==> src/rtl/flash_prefetch.sv <==
// flash_prefetch: single-line read cache in front of a flash reader.
// A hit answers in one cycle. A miss fetches the aligned 32-bit line through
// the reader's enable/ready handshake. A timeout bounds the wait on the reader.
module flash_prefetch #(
  parameter logic [31:0] TIMEOUT_CYCLES = 32'd20000000,
  parameter int          LINE_BYTES     = 4
) (
  input  logic                    clk,
  input  logic                    rst,
  input  logic [23:0]             cpu_addr,
  input  logic                    cpu_req,
  input  logic                    cpu_invalidate,
  output logic [8*LINE_BYTES-1:0] cpu_rdata,
  output logic [7:0]              cpu_rbyte,
  output logic                    cpu_valid,
  output logic                    cpu_err,
  output logic                    cpu_busy,
  output logic [23:0]             flash_addr,
  output logic                    flash_enable,
  input  logic [8*LINE_BYTES-1:0] flash_data,
  input  logic                    flash_ready
);

  localparam int LINE_W = 8 * LINE_BYTES;

  typedef enum logic [2:0] {
    S_IDLE  = 3'd0,
    S_ISSUE = 3'd1,
    S_WAIT  = 3'd2,
    S_FILL  = 3'd3,
    S_RESP  = 3'd4
  } state_t;

  state_t              state_q, state_d;
  logic                valid_q, valid_d;
  logic [21:0]         tag_q, tag_d;
  logic [LINE_W-1:0]   line_q, line_d;
  logic [1:0]          off_q, off_d;
  logic                inval_q, inval_d;
  logic [31:0]         tmo_q, tmo_d;
  logic [LINE_W-1:0]   rdata_q, rdata_d;
  logic [7:0]          rbyte_q, rbyte_d;
  logic                cvalid_q, cvalid_d;
  logic                err_q, err_d;
  logic                busy_q, busy_d;
  logic [23:0]         faddr_q, faddr_d;
  logic                fen_q, fen_d;

  logic                hit_s;
  logic                timeout_s;

  // An invalidate in the request cycle forces a miss; offset bits never take part.
  assign hit_s     = valid_q && !cpu_invalidate && (tag_q == cpu_addr[23:2]);
  assign timeout_s = (tmo_q == (TIMEOUT_CYCLES - 32'd1));

  // State and datapath registers, cleared asynchronously on rst.
  always_ff @(posedge clk or posedge rst) begin
    if (rst) begin
      state_q  <= S_IDLE;
      valid_q  <= 1'b0;
      tag_q    <= 22'd0;
      line_q   <= '0;
      off_q    <= 2'd0;
      inval_q  <= 1'b0;
      tmo_q    <= 32'd0;
      rdata_q  <= '0;
      rbyte_q  <= 8'd0;
      cvalid_q <= 1'b0;
      err_q    <= 1'b0;
      busy_q   <= 1'b0;
      faddr_q  <= 24'd0;
      fen_q    <= 1'b0;
    end else begin
      state_q  <= state_d;
      valid_q  <= valid_d;
      tag_q    <= tag_d;
      line_q   <= line_d;
      off_q    <= off_d;
      inval_q  <= inval_d;
      tmo_q    <= tmo_d;
      rdata_q  <= rdata_d;
      rbyte_q  <= rbyte_d;
      cvalid_q <= cvalid_d;
      err_q    <= err_d;
      busy_q   <= busy_d;
      faddr_q  <= faddr_d;
      fen_q    <= fen_d;
    end
  end

  // Next-state selection; a timeout takes priority over any reader handshake.
  always_comb begin
    state_d = state_q;
    case (state_q)
      S_IDLE: begin
        if (cpu_req) state_d = hit_s ? S_RESP : S_ISSUE;
        else         state_d = S_IDLE;
      end
      S_ISSUE: begin
        if (timeout_s)        state_d = S_IDLE;
        else if (flash_ready) state_d = S_WAIT;
        else                  state_d = S_ISSUE;
      end
      S_WAIT: begin
        if (timeout_s)         state_d = S_IDLE;
        else if (!flash_ready) state_d = S_FILL;
        else                   state_d = S_WAIT;
      end
      S_FILL:  state_d = S_RESP;
      S_RESP:  state_d = S_IDLE;
      default: state_d = S_IDLE;
    endcase
  end

  // Output and line-update values, computed from the current and next state.
  always_comb begin
    valid_d  = valid_q && !cpu_invalidate;
    tag_d    = tag_q;
    line_d   = line_q;
    off_d    = off_q;
    inval_d  = inval_q || cpu_invalidate;
    tmo_d    = tmo_q;
    faddr_d  = faddr_q;
    err_d    = 1'b0;
    case (state_q)
      S_IDLE: begin
        if (cpu_req) begin
          off_d = cpu_addr[1:0];
          if (!hit_s) begin
            // The line is about to be replaced, so it stops being valid now.
            faddr_d = {cpu_addr[23:2], 2'b00};
            valid_d = 1'b0;
            inval_d = 1'b0;
            tmo_d   = 32'd0;
          end else begin
            inval_d = 1'b0;
          end
        end else begin
          inval_d = 1'b0;
        end
      end
      S_ISSUE, S_WAIT: begin
        tmo_d = tmo_q + 32'd1;
        if (timeout_s) err_d = 1'b1;
        else           err_d = 1'b0;
      end
      S_FILL: begin
        line_d  = flash_data;
        tag_d   = faddr_q[23:2];
        valid_d = !(inval_q || cpu_invalidate);
      end
      default: begin
        tmo_d = tmo_q;
      end
    endcase

    fen_d    = (state_d == S_ISSUE);
    busy_d   = (state_d == S_ISSUE) || (state_d == S_WAIT) || (state_d == S_FILL);
    cvalid_d = (state_d == S_RESP);
    if (state_d == S_RESP) begin
      rdata_d = line_d;
      rbyte_d = line_d[{off_d, 3'b000} +: 8];
    end else begin
      rdata_d = rdata_q;
      rbyte_d = rbyte_q;
    end
  end

  assign cpu_rdata    = rdata_q;
  assign cpu_rbyte    = rbyte_q;
  assign cpu_valid    = cvalid_q;
  assign cpu_err      = err_q;
  assign cpu_busy     = busy_q;
  assign flash_addr   = faddr_q;
  assign flash_enable = fen_q;

endmodule

==> config.mk <==
export PLATFORM = sky130hd
export DESIGN_NAME = flash_prefetch
export DESIGN_NICKNAME = d
export VERILOG_FILES = /design/src/rtl/flash_prefetch.sv
export SDC_FILE = /design/constraint.sdc
export NUM_CORES = 1
export LEC_CHECK = 0
export CAP_MARGIN = 20
export CORE_UTILIZATION = 54
export CTS_BUF_LIST = sky130_fd_sc_hd__clkbuf_8
export DETAILED_ROUTE_END_ITERATION = 10
export PLACE_DENSITY_LB_ADDON = 0.3
export SLEW_MARGIN = 30
export SYNTH_ARGS = -nofsm -noshare
export SYNTH_HDL_FRONTEND = slang
export SYNTH_SLANG_ARGS = --single-unit
==> constraint.sdc <==
create_clock -name clk -period 6.6 [get_ports clk]
set_clock_uncertainty 0.2 [all_clocks]
set_input_delay 0.66 -clock clk [delete_from_list [all_inputs] [get_ports clk]]
set_output_delay 0.66 -clock clk [all_outputs]
set_load 0.01 [all_outputs]
-- Word-level counts from Yosys, hierarchy flattened
Index checks and enable logic that the tools add are counted.
- shift operators: 1
- $add $sub $neg: 1
- equality and inequality tests: 11
- reduce and logical (&&, ||, !) cells: 12
- bitwise logic cells: 1
- $lt $le $gt $ge: 0
- multiplexer cells: 19
- multiply operators: 0
- divide/modulo/power cells: 0
- operators by type and width (cell ; number):
    2-to-1 mux 32 bit ; 3
    one-hot mux 32 bit (2 select lines) ; 1
    adder 32 x 1 -> 32 bit (second input constant) ; 1
    equality test 32 x 25 -> 1 bit (second input constant) ; 1
    indexed part select 32 x 6 -> 8 bit ; 1
    equality test 22 bit ; 1
    equality test 3 x 2 -> 1 bit (second input constant) ; 4
    one-hot mux 3 bit (4 select lines) ; 1
    2-to-1 mux 2 bit ; 5
    equality test 3 x 1 -> 1 bit (second input constant) ; 2
    2-to-1 mux 1 bit ; 6
    2-to-1 mux 3 bit ; 2
    AND reduction 3 bit ; 2
    inequality test 2 bit (second input constant) ; 2
    equality test 3 bit (second input constant) ; 1
    zero test 3 bit ; 1
    logical OR 1 bit ; 3
    logical AND 1 bit ; 2
    zero test 1 bit ; 2
    one-hot mux 1 bit (2 select lines) ; 1
    nonzero test 2 bit ; 1
    OR reduction 2 bit ; 1
    inverter 1 bit ; 1
- register bits after elaboration: 159
- latch bits: 0
- output and inout bits: 68
- memory bits (read-only): 0
- input bits: 61
- memories: 0
- RAM bits: 0
- logic and storage cells: 59

-- Depth between registers and ports, before layout
Gate-level depths: netlist of run 1.
- depth in word-level cells: 9
- gate-level depth with buffers: 8
- gate-level depth less buffers: 7

-- Least setup slack after synthesis of run 1
Ideal clock, no wire load.
- path type: input to register
- from: input cpu_addr[3]
- to: register rbyte_q[0], in the netlist cpu_rbyte[0]
- data arrival time: 2.206 ns
- stages: 7
- data required time: 6.275 ns
- slack: 4.070 ns
- buffers on the path: 1
- library setup time: 0.125 ns
- cells stage by stage: xnor2_1 nand4_1 nor4_4 nand2_1 o21ai_2 buf_4 mux2_2
- longest elaborated chain between the ends: 6
- RTL lines (element ; RTL line ; RTL):
    start, declared ; 10 ; input logic [23:0] cpu_addr,
    equality test 22 bit ; 53 ; assign hit_s = valid_q && !cpu_invalidate && (tag_q == cpu_addr[23:2]);
    logical AND 1 bit ; 53 ;
    2-to-1 mux 3 bit (2 in series) ; 96 ; if (cpu_req) state_d = hit_s ? S_RESP : S_ISSUE;
    one-hot mux 3 bit (4 select lines) ; 94 ; case (state_q)
    equality test 3 bit ; 160 ; if (state_d == S_RESP) begin
    end signal, assigned ; 82 ; rbyte_q <= rbyte_d;
    end, declared ; 42 ; logic [7:0] rbyte_q, rbyte_d;
Every way passes these cells.
A chain may end at the register's enable or synchronous reset.

-- Worst setup path in the final report of run 1
- from: input cpu_addr[17]
- to: register rdata_q[30], in the netlist cpu_rdata[30]
- longest elaborated chain between the ends: 6
- RTL lines (element ; RTL line ; RTL):
    equality test 22 bit ; 53 ;
    logical AND 1 bit ; 53 ;
    2-to-1 mux 3 bit (2 in series) ; 96 ;
    one-hot mux 3 bit (4 select lines) ; 94 ;
    equality test 3 bit ; 160 ;
    end signal, assigned ; 81 ; rdata_q <= rdata_d;
    end, declared ; 41 ; logic [LINE_W-1:0] rdata_q, rdata_d;
Every way passes these cells.

==> results of run 1 <==
-- state kept, by name (all words and copies together) (netlist names) --
signal        cells
tag_q            22
off_q             2
cpu_valid         1
flash_enable      1
valid_q           1
flash_addr       22
cpu_busy          1
cpu_rbyte         8
tmo_q            32
cpu_err           1
inval_q           1
cpu_rdata        32
state_q           3
line_q           32
-- cells in the final DEF (no fill, tap or decap), types with 2 or more instances in the layout --
| cell | count |
|---|---|
| dfrtp_1 | 159 |
| clkdlybuf4s50_1 | 126 |
| mux2_2 | 101 |
| nor2_1 | 41 |
| xnor2_1 | 33 |
| nand2_1 | 25 |
| clkbuf_8 | 19 |
| xor2_1 | 17 |
| nand4_1 | 15 |
| mux2_1 | 15 |
| o21ai_0 | 11 |
| mux2i_1 | 11 |
| nor3_1 | 10 |
| o211ai_1 | 8 |
| nand3_1 | 7 |
| and3_1 | 6 |
| clkinvlp_4 | 6 |
| or2_2 | 5 |
| inv_1 | 4 |
| and4_1 | 4 |
| nor3_2 | 4 |
| a21oi_1 | 4 |
| nor4_1 | 4 |
| or2_1 | 3 |
| and2_1 | 3 |
| buf_4 | 3 |
| nor2b_1 | 2 |
| or4_1 | 2 |
| a211o_1 | 2 |
| a211oi_1 | 2 |
| nand2b_1 | 2 |
| o22ai_1 | 2 |
| inv_6 | 2 |
| conb_1 | 2 |
| clkinv_4 | 2 |
| bufinv_16 | 2 |
-- power groups by stage --
stage / combinational (uW) / sequential [uW] / clock [uW]
after global placement: 1610 / 1600 / 0
after detailed placement: 1670 / 1630 / 0
after CTS: 1680 / 1610 / 728
final: 1660 / 1610 / 717
after floorplan: 928 / 1660 / 0
after global routing: 1800 / 1660 / 773
-- cell families after synthesis --
group	synth area share [%]
AOI/OAI and AO/OA	3.32
xor gates and xnor gates	6.21
adders and majority gates	0.177
buffers and inverters	2.06
DFF	56.4
muxes	20.2
other	0.0532
and+or+nand+nor	11.6
-- worst max-delay path by stage --
stage,from,slack (ps),endpoint,cells after the start
2_1_floorplan,rst,1450,cpu_busy$_DFF_PP0_,1
3_3_place_gp,cpu_req,2980,cpu_rbyte[5]$_DFFE_PP0P_,7
3_5_place_dp,cpu_addr[3],3010,cpu_rdata[3]$_DFFE_PP0P_,8
4_1_cts,cpu_addr[17],3490,cpu_rdata[31]$_DFFE_PP0P_,8
5_1_grt,cpu_addr[17],3270,cpu_rdata[22]$_DFFE_PP0P_,8
6_report,cpu_addr[17],3460,cpu_rdata[30]$_DFFE_PP0P_,8
-- area by class of cell --
| class | count | area, um^2 | area share [%] |
|---|---|---|---|
| Inverter | 5 | 23.8 | 0.268 |
| Clock inverter | 13 | 140 | 1.58 |
| Multi-Input combinational cell | 361 | 2960 | 33.4 |
| Clock buffer | 19 | 262 | 2.95 |
| Tap cell | 172 | 215 | 2.43 |
| Sequential cell | 159 | 3980 | 44.9 |
| Timing Repair Buffer | 129 | 1280 | 14.5 |
-- metrics by stage --
| step | worst slack (ps) | cells | total power, uW |
|---|---|---|---|
| floorplan | 1450 | 546 | 2590 |
| global placement | 2980 | 826 | 3210 |
| detailed placement | 3010 | 826 | 3290 |
| CTS | 3490 | 858 | 4020 |
| global route | 3270 | 858 | 4230 |
| finish | 3460 | 858 | 3990 |
-- metal layers --
layer / track usage (%) / vias to the layer above / share of wire [%]
li1: - / 2184 / -
met1: 29.3 / 2335 / 42
met2: 40.1 / 112 / 50
met3: 7.78 / 21 / 6.1
met4: 9.40 / 0 / 1.5
met5: 0 / - / 0
==> out/qor.txt, run 1 <==
First-pass DRT Iterations: 4
width of the die: 116 um
Core Util, Final: 70.0%
crit path kind: in2reg
CTS root buf: clkbuf_8
Crit. End Element: register
Reg2Reg Depth: 5
CTS Buffer Depth: 2
IR Drop Worst-Case VDD: 247 uV
top post-synthesis cells by area: dfrtp_1, mux2_2, xnor2_1, mux2_1, nor2_1
Worst Hold Class: reg2reg
hold path startpoint: cpu_rdata[15]$_DFFE_PP0P_
Clock Pin Slew Worst Setup and Hold Paths: 80 ps
total setup buffers inserted after CTS: 0
cell area power density: 450 nW/um^2
Hold-fix buffers, CTS: 0
share of layout cells above drive strength 1: 23.0%
unrepaired setup endpoints after global routing: no
Cells after Synth: 545
R2R Path End: flash_addr[19]$_DFFE_PP0P_
Comb power frac: 41.7%
Async S/R FF share, synth: 100%
Sequential Power Share: 40.3%
num rows: 41
reg2reg start: state_q[0]$_DFF_PP0_
synth warn: 0
DRT antenna net count: 0
largest net degree at the start of global routing: 92
Final Instance Area: 8860 um^2
Critical Path RT: 6730 ps
CP peak stage delay: 500 ps
Synth Flop Type: dfrtp_1
fin. max-slew vios: 0
Net Sw Frac: 33.3%
WL/cell: 17.3 um
status: finished, final reports clean
Initial DRC Count: 246
# H-tree levels: 4
Leakage: 0.00365 uW
Tightest Pin Transition: 873 ps
Initial Util: 55.7%
Post-Syn Area: 7050 um^2
count leader, synth: dfrtp_1
CP bufs+invs: 2
vias: 4652
Synth area leader: dfrtp_1
initial antenna violation count: 0
Slowest cell on crit path: buf_4
Total Nets Final: 735
first-pass GRT wire length: 24700 um
endpoints failing hold: 0
Int Power: 2660 uW
Setup TNS: 0 ps
Clock Power Share: 18.0%
Seq/Total Area, Yosys: 56.4%
worst hold path cell count: 1
Layout area overhead: 25.7%
Critical Path Start Type: primary input
core area: 12700 um^2
final setup violation count: 0
Worst Path Arrival: 3270 ps
DP Area: 8460 um^2
CTS resizes: 0
TritonCTS clock tree: built
Tmin final: 3140 ps
final estimated routing congestion in global placement: 0.803
vias in the first global route: 5024
Reg2Reg Setup Slack: 3510 ps
max frequency: 319 MHz
WHS Endpoint: cpu_rdata[15]$_DFFE_PP0P_
fill count: 914
cell family with most CP delay: buffers and inverters
Post-synth EDFFs: 0
period utilization: 47.5%
clock latency on the worst-skew pair: 450 ps
Die H: 116 um
CP Max Fanout: 41
TritonCTS buffer count: 17
Vias/cell: 5.42
max_slew headroom: 41.8%
clock sinks: 159
WHS: 295 ps
die area: 13500 um^2
# DRC: 0
Overflow after GRT: 0
final wirelength: 14900 um
# Max-Cap Violations: 0
share of the synthesized area in the top cell type: 56.4%
net switching power figure: 1330 uW
number of synthesized register bits: 159
Diodes inserted: 0
Boundary Pins: 129
Post-Syn Area per Cell: 12.9 um^2
dpl hpwl: 10300 um
gr usage total: 24.1%
Critical Path, Cell by Cell: clkdlybuf4s50_1 > xnor2_1 > nand4_1 > nor4_4 > nand2_1 > o21ai_4 > buf_4 > mux2_2
PortBufs: 126
Post-synth top cells: dfrtp_1, mux2_2, nor2_1
unique cell type count in the Yosys netlist: 51
Power figures use the tool's default switching activity.
==> run 2, diff against run 1 <==
==> constraint.sdc (replaced) <==
create_clock -name clk -period 3.3 [get_ports clk]
set_clock_uncertainty 0.2 [all_clocks]
set_input_delay 0.33 -clock clk [delete_from_list [all_inputs] [get_ports clk]]
set_output_delay 0.33 -clock clk [all_outputs]
set_load 0.01 [all_outputs]
==> run 2 against run 1 <==
- worst setup slack lost 2900 ps
- first-iteration DRC count grew 0.81%
- clock-buffer cell count shrank 2
- critical endpoint is now cpu_rbyte[0]$_DFFE_PP0P_
- global-route usage grew 0.18 points
- highest routed layer unchanged
- clock power grew 94%
- non-clock buffer count grew 7
==> out/qor.txt, run 2 (synthesis results as in run 1) <==
# Max-Cap Violations: 0 (unchanged)
fin. max-slew vios: 0 (unchanged)
First-pass DRT Iterations: 4 (unchanged)
crit path kind: reg2reg
Worst Path Arrival: 2840 ps (-430 ps)
endpoints failing hold: 0 (unchanged)
most frequent cells in the layout: dfrtp_1, clkdlybuf4s50_1, mux2_2
Diodes inserted: 0 (unchanged)
Register Area: 3980 um^2 (unchanged)
WL/cell: 17.3 um (about the same)
Slowest cell on crit path: nor4_4
Initial Util: 55.7% (unchanged)
Layout area overhead: 26.9%
Critical Path Start Type: register
multi-input logic area: 2950 um^2 (-0.30%)
total setup buffers inserted after CTS: 0 (unchanged)
Critical Path RT: 3440 ps (-3290 ps)
# H-tree levels: 4 (unchanged)
CTS Buffer Depth: 2 (unchanged)
Core Util, Final: 70.6% (+0.67 points)
Leakage: 0.00369 uW (+1.2%)
Crit. End Element: register
core area: 12700 um^2 (unchanged)
final setup violation count: 0 (unchanged)
CP bufs+invs: 1 (-1)
num rows: 41 (unchanged)
max frequency: 370 MHz
CTS resizes: 0 (unchanged)
Worst Hold Class: in2async
initial antenna violation count: 0 (unchanged)
cell area power density: 891 nW/um^2 (+98%)
IR Drop Worst-Case VDD: 561 uV (+130%)
final wirelength: 15000 um (+0.74%)
PortBufs: 126 (unchanged)
gr usage total: 24.3% (+0.18 points)
cell family with most CP delay: simple AND/OR/NAND/NOR gates
share of layout cells above drive strength 1: 23.8% (+0.78 points)
# DRC: 0 (unchanged)
period utilization: 81.9%
unrepaired setup endpoints after global routing: no
Vias/cell: 5.46 (+0.64%)
final estimated routing congestion in global placement: 0.823 (+2.5%)
Boundary Pins: 129 (unchanged)
clock latency on the worst-skew pair: 450 ps (about the same)
die area: 13500 um^2 (unchanged)
status: finished, final reports clean
DRT antenna net count: 0 (unchanged)
CP peak stage delay: 430 ps (-70 ps)
largest net degree at the start of global routing: 42 (-54%)
Hold-fix buffers, CTS: 0 (unchanged)
TritonCTS buffer count: 17 (unchanged)
Initial DRC Count: 248 (+0.81%)
first-pass GRT wire length: 24700 um (+0.37%)
Total Nets Final: 742 (+0.95%)
Setup TNS: 0 ps (unchanged)
Tmin final: 2700 ps
commonest non-fill, non-tap cell in the layout: dfrtp_1
width of the die: 116 um (unchanged)
max_slew headroom: 51.5% (+9.7 points)
Clock Pin Slew Worst Setup and Hold Paths: 80 ps (about the same)
fill count: 909 (-0.55%)
clock sinks: 159 (unchanged)
vias in the first global route: 4986 (-0.76%)
CTS root buf: clkbuf_8
TritonCTS clock tree: built
CP Max Fanout: 41 (unchanged)
Die H: 116 um (unchanged)
Overflow after GRT: 0 (unchanged)
Critical Path, Cell by Cell: xnor2_1 > nand4_1 > nor4_4 > nand2_1 > o21ai_4 > buf_12 > mux2_2
Tightest Pin Transition: 726 ps (-147 ps)
dpl hpwl: 10500 um (+2.4%)
vias: 4720 (+1.5%)
run 2: path summary, 6_finish.rpt:
| check | from | depth (start not counted) | to | slack [ps] |
|---|---|---|---|---|
| worst max-delay path | tag_q[3]$_DFFE_PP0P_ | 7 | cpu_rbyte[0]$_DFFE_PP0P_ | 600 |
| worst min-delay path | rst | 2 | line_q[24]$_DFF_PP0_ | 140 |
| worst max register to register | tag_q[3]$_DFFE_PP0P_ | 7 | cpu_rbyte[0]$_DFFE_PP0P_ | 600 |
| worst min register to register | cpu_rdata[13]$_DFFE_PP0P_ | 1 | cpu_rdata[13]$_DFFE_PP0P_ | 300 |
| max in group asynchronous | rst | 3 | state_q[2]$_DFF_PP0_ | 2070 |
| min in group clk | flash_ready | 2 | state_q[0]$_DFF_PP0_ | 290 |
run 2: area by class of cell:
cell class | instances | share of cell area [%]
flip-flops and latches | 159 | 44.5
multi-input cells | 361 | 33.0
repair buffers | 136 | 15.6
clock buffers | 17 | 2.61
well taps | 172 | 2.40
clock inverters | 15 | 1.65
inverters | 5 | 0.252
run 2: routing by layer:
| metal | wire length, um | global-route usage (%) | up-vias |
|---|---|---|---|
| li1 | - | - | 2194 |
| met3 | 1050 | 8.51 | 23 |
| met1 | 6180 | 30.4 | 2385 |
| met5 | 0 | 0 | - |
| met4 | 265 | 8.97 | 0 |
| met2 | 7480 | 39.1 | 118 |
run 2: metrics by stage:
step	power [uW]	instance area (um^2)	hold slack (ps)	instances	worst slack, ps
after floorplan	5180	7060	219	546	755
after global placement	6470	8570	269	833	308
after detailed placement	6620	8570	279	833	240
after CTS	8040	8950	133	865	593
after global routing	8460	8950	186	865	477
final	7970	8950	141	865	598
run 2: where the power goes:
part           switching (uW)  internal (uW)
Combinational            1480           1890
Clock                     723            665
Sequential                458           2760
Total                    2660           5320
==> run 3, diff against run 2 <==
==> constraint.sdc (replaced) <==
create_clock -name clk -period 2.6 [get_ports clk]
set_clock_uncertainty 0.2 [all_clocks]
set_input_delay 0.26 -clock clk [delete_from_list [all_inputs] [get_ports clk]]
set_output_delay 0.26 -clock clk [all_outputs]
set_load 0.01 [all_outputs]
==> run 3 against run 2 <==
- first-iteration DRC count is 9.3% lower
- largest cell class unchanged
- combinational power is 40% higher
- worst setup slack worse by 490 ps
- sequential share of layout area is 2.1 points lower
- wire length is 7.8% higher
- core utilization is 3.5 points higher
- final area is 4.9% higher
- non-clock buffer count is 37 higher
- maximum frequency is 8.6% higher
- clock power is 59% higher
- via count is 4.1% higher
- sequential power is 27% higher
==> out/qor.txt, run 3 (synthesis results as in run 1) <==
clock latency on the worst-skew pair: 460 ps (about the same)
# Max-Cap Violations: 0 (unchanged)
DP Area: 8760 um^2 (+2.3%)
Initial Util: 55.7% (unchanged)
final wirelength: 16200 um (+7.8%)
commonest non-fill, non-tap cell in the layout: dfrtp_1
Core Util, Final: 74.1% (+3.5 points)
Die H: 116 um (unchanged)
most frequent cells in the layout: dfrtp_1, clkdlybuf4s50_1, mux2_2
Critical Path Start Type: register
CP Max Fanout: 10 (-76%)
met1 wire length: 6590 um (+6.6%)
Diodes inserted: 0 (unchanged)
final worst slack: 112 ps (-487 ps)
vias: 4912 (+4.1%)
Final Instance Area: 9390 um^2 (+4.9%)
endpoints failing hold: 0 (unchanged)
period utilization: 95.7% (+14 points)
Worst Hold Class: in2async
DRT antenna net count: 0 (unchanged)
Tightest Pin Transition: 669 ps (-57.6 ps)
max_slew headroom: 55.0% (+3.5 points)
clock sinks: 159 (unchanged)
Leakage: 0.00396 uW (+7.2%)
final setup violation count: 0 (unchanged)
Vias/cell: 5.45 (about the same)
gr usage total: 25.2% (+0.94 points)
IR Drop Worst-Case VDD: 788 uV (+41%)
# DRC: 0 (unchanged)
# H-tree levels: 4 (unchanged)
first-pass GRT wire length: 25900 um (+4.5%)
largest net degree at the start of global routing: 111 (+160%)
PortBufs: 126 (unchanged)
Clock Pin Slew Worst Setup and Hold Paths: 80 ps (about the same)
Critical Path RT: 2750 ps (-690 ps)
width of the die: 116 um (unchanged)
WL/cell: 17.9 um (+3.5%)
die area: 13500 um^2 (unchanged)
Total Nets Final: 779 (+5.0%)
Overflow after GRT: 0 (unchanged)
Worst Path Arrival: 2640 ps (-200 ps)
num rows: 41 (unchanged)
share of layout cells above drive strength 1: 28.1% (+4.3 points)
met2 wire length: 8370 um (+12%)
fill count: 875 (-3.7%)
Setup TNS: 0 ps (unchanged)
Hold-fix buffers, CTS: 0 (unchanged)
top layer in use: met4
fin. max-slew vios: 0 (unchanged)
cell area power density: 1170 nW/um^2 (+32%)
Crit. End Element: register
Layout area overhead: 33.1%
status: finished, final reports clean
CTS root buf: clkbuf_8
Tmin final: 2490 ps (-213 ps)
Boundary Pins: 129 (unchanged)
core area: 12700 um^2 (unchanged)
routed wl met3: 860 um (-18%)
First-pass DRT Iterations: 4 (unchanged)
crit path kind: reg2reg
initial antenna violation count: 0 (unchanged)
TritonCTS clock tree: built
max frequency: 402 MHz (+8.6%)
final estimated routing congestion in global placement: 0.869 (+5.6%)
worst slack at placement: -326 ps (-566 ps)
TritonCTS buffer count: 17 (unchanged)
vias in the first global route: 5218 (+4.7%)
CTS Buffer Depth: 2 (unchanged)
dpl hpwl: 10800 um (+2.7%)
Initial DRC Count: 225 (-9.3%)
-- run 3: what timing repair did --
item                                    in CTS  in global routing
endpoints found under the setup margin      12                 41
pin swaps                                    1                  2
hold endpoints to repair                     0                  0
gates resized for setup                      0                  3
buffers inserted                             1                  1
cloned                                       0                  3
-- run 3: through the flow --
step	power (uW)	hold WS (ps)	cells
finish	11000	114	901
global placement	8470	270	864
floorplan	6580	149	546
global route	11600	182	901
detailed placement	8680	280	864
CTS	10900	146	896
-- run 3: metal layers --
layer  vias up  global-route usage [%]
met2       121                    43.2
met5         -                       0
li1       2261                       -
met4         0                    9.15
met3        27                    7.06
met1      2503                    30.6
-- run 3: cell type report --
class                           count  area (um^2)  share of cell area [%]
Timing Repair Buffer              173         1710                    18.2
Sequential cell                   159         3980                    42.4
Tap cell                          172          215                    2.29
Multi-Input combinational cell    361         2980                    31.7
Inverter                            5         22.5                   0.240
Clock buffer                       20          275                    2.93
Clock inverter                     11          210                    2.24
-- run 3: report_power, final --
part / switching [uW] / internal [uW] / leakage [uW]
Combinational: 1990 / 2720 / 0.00177
Clock: 899 / 1310 / 0.000241
Sequential: 599 / 3510 / 0.00195
-- run 3: worst paths after layout --
check	from	to	slack, ps	depth (start not counted)
min reg2reg	cpu_rdata[15]$_DFFE_PP0P_	cpu_rdata[15]$_DFFE_PP0P_	290	1
max in group asynchronous	rst	tmo_q[2]$_DFFE_PP0P_	1590	3
max	tag_q[19]$_DFFE_PP0P_	cpu_rdata[5]$_DFFE_PP0P_	110	8
max reg2reg	tag_q[19]$_DFFE_PP0P_	cpu_rdata[5]$_DFFE_PP0P_	110	8
min in group clk	flash_data[7]	line_q[7]$_DFF_PP0_	240	2
min	rst	line_q[17]$_DFF_PP0_	110	3
-- run 3: critical path, cell delays in order, from the launching register on --
cell     delay [ps]
dfrtp_1         410
xnor2_2         190
nand4_1         200
nor4_4          350
nand2_1         160
o21ai_4         200
buf_12          150
buf_6           170
mux2_2          350
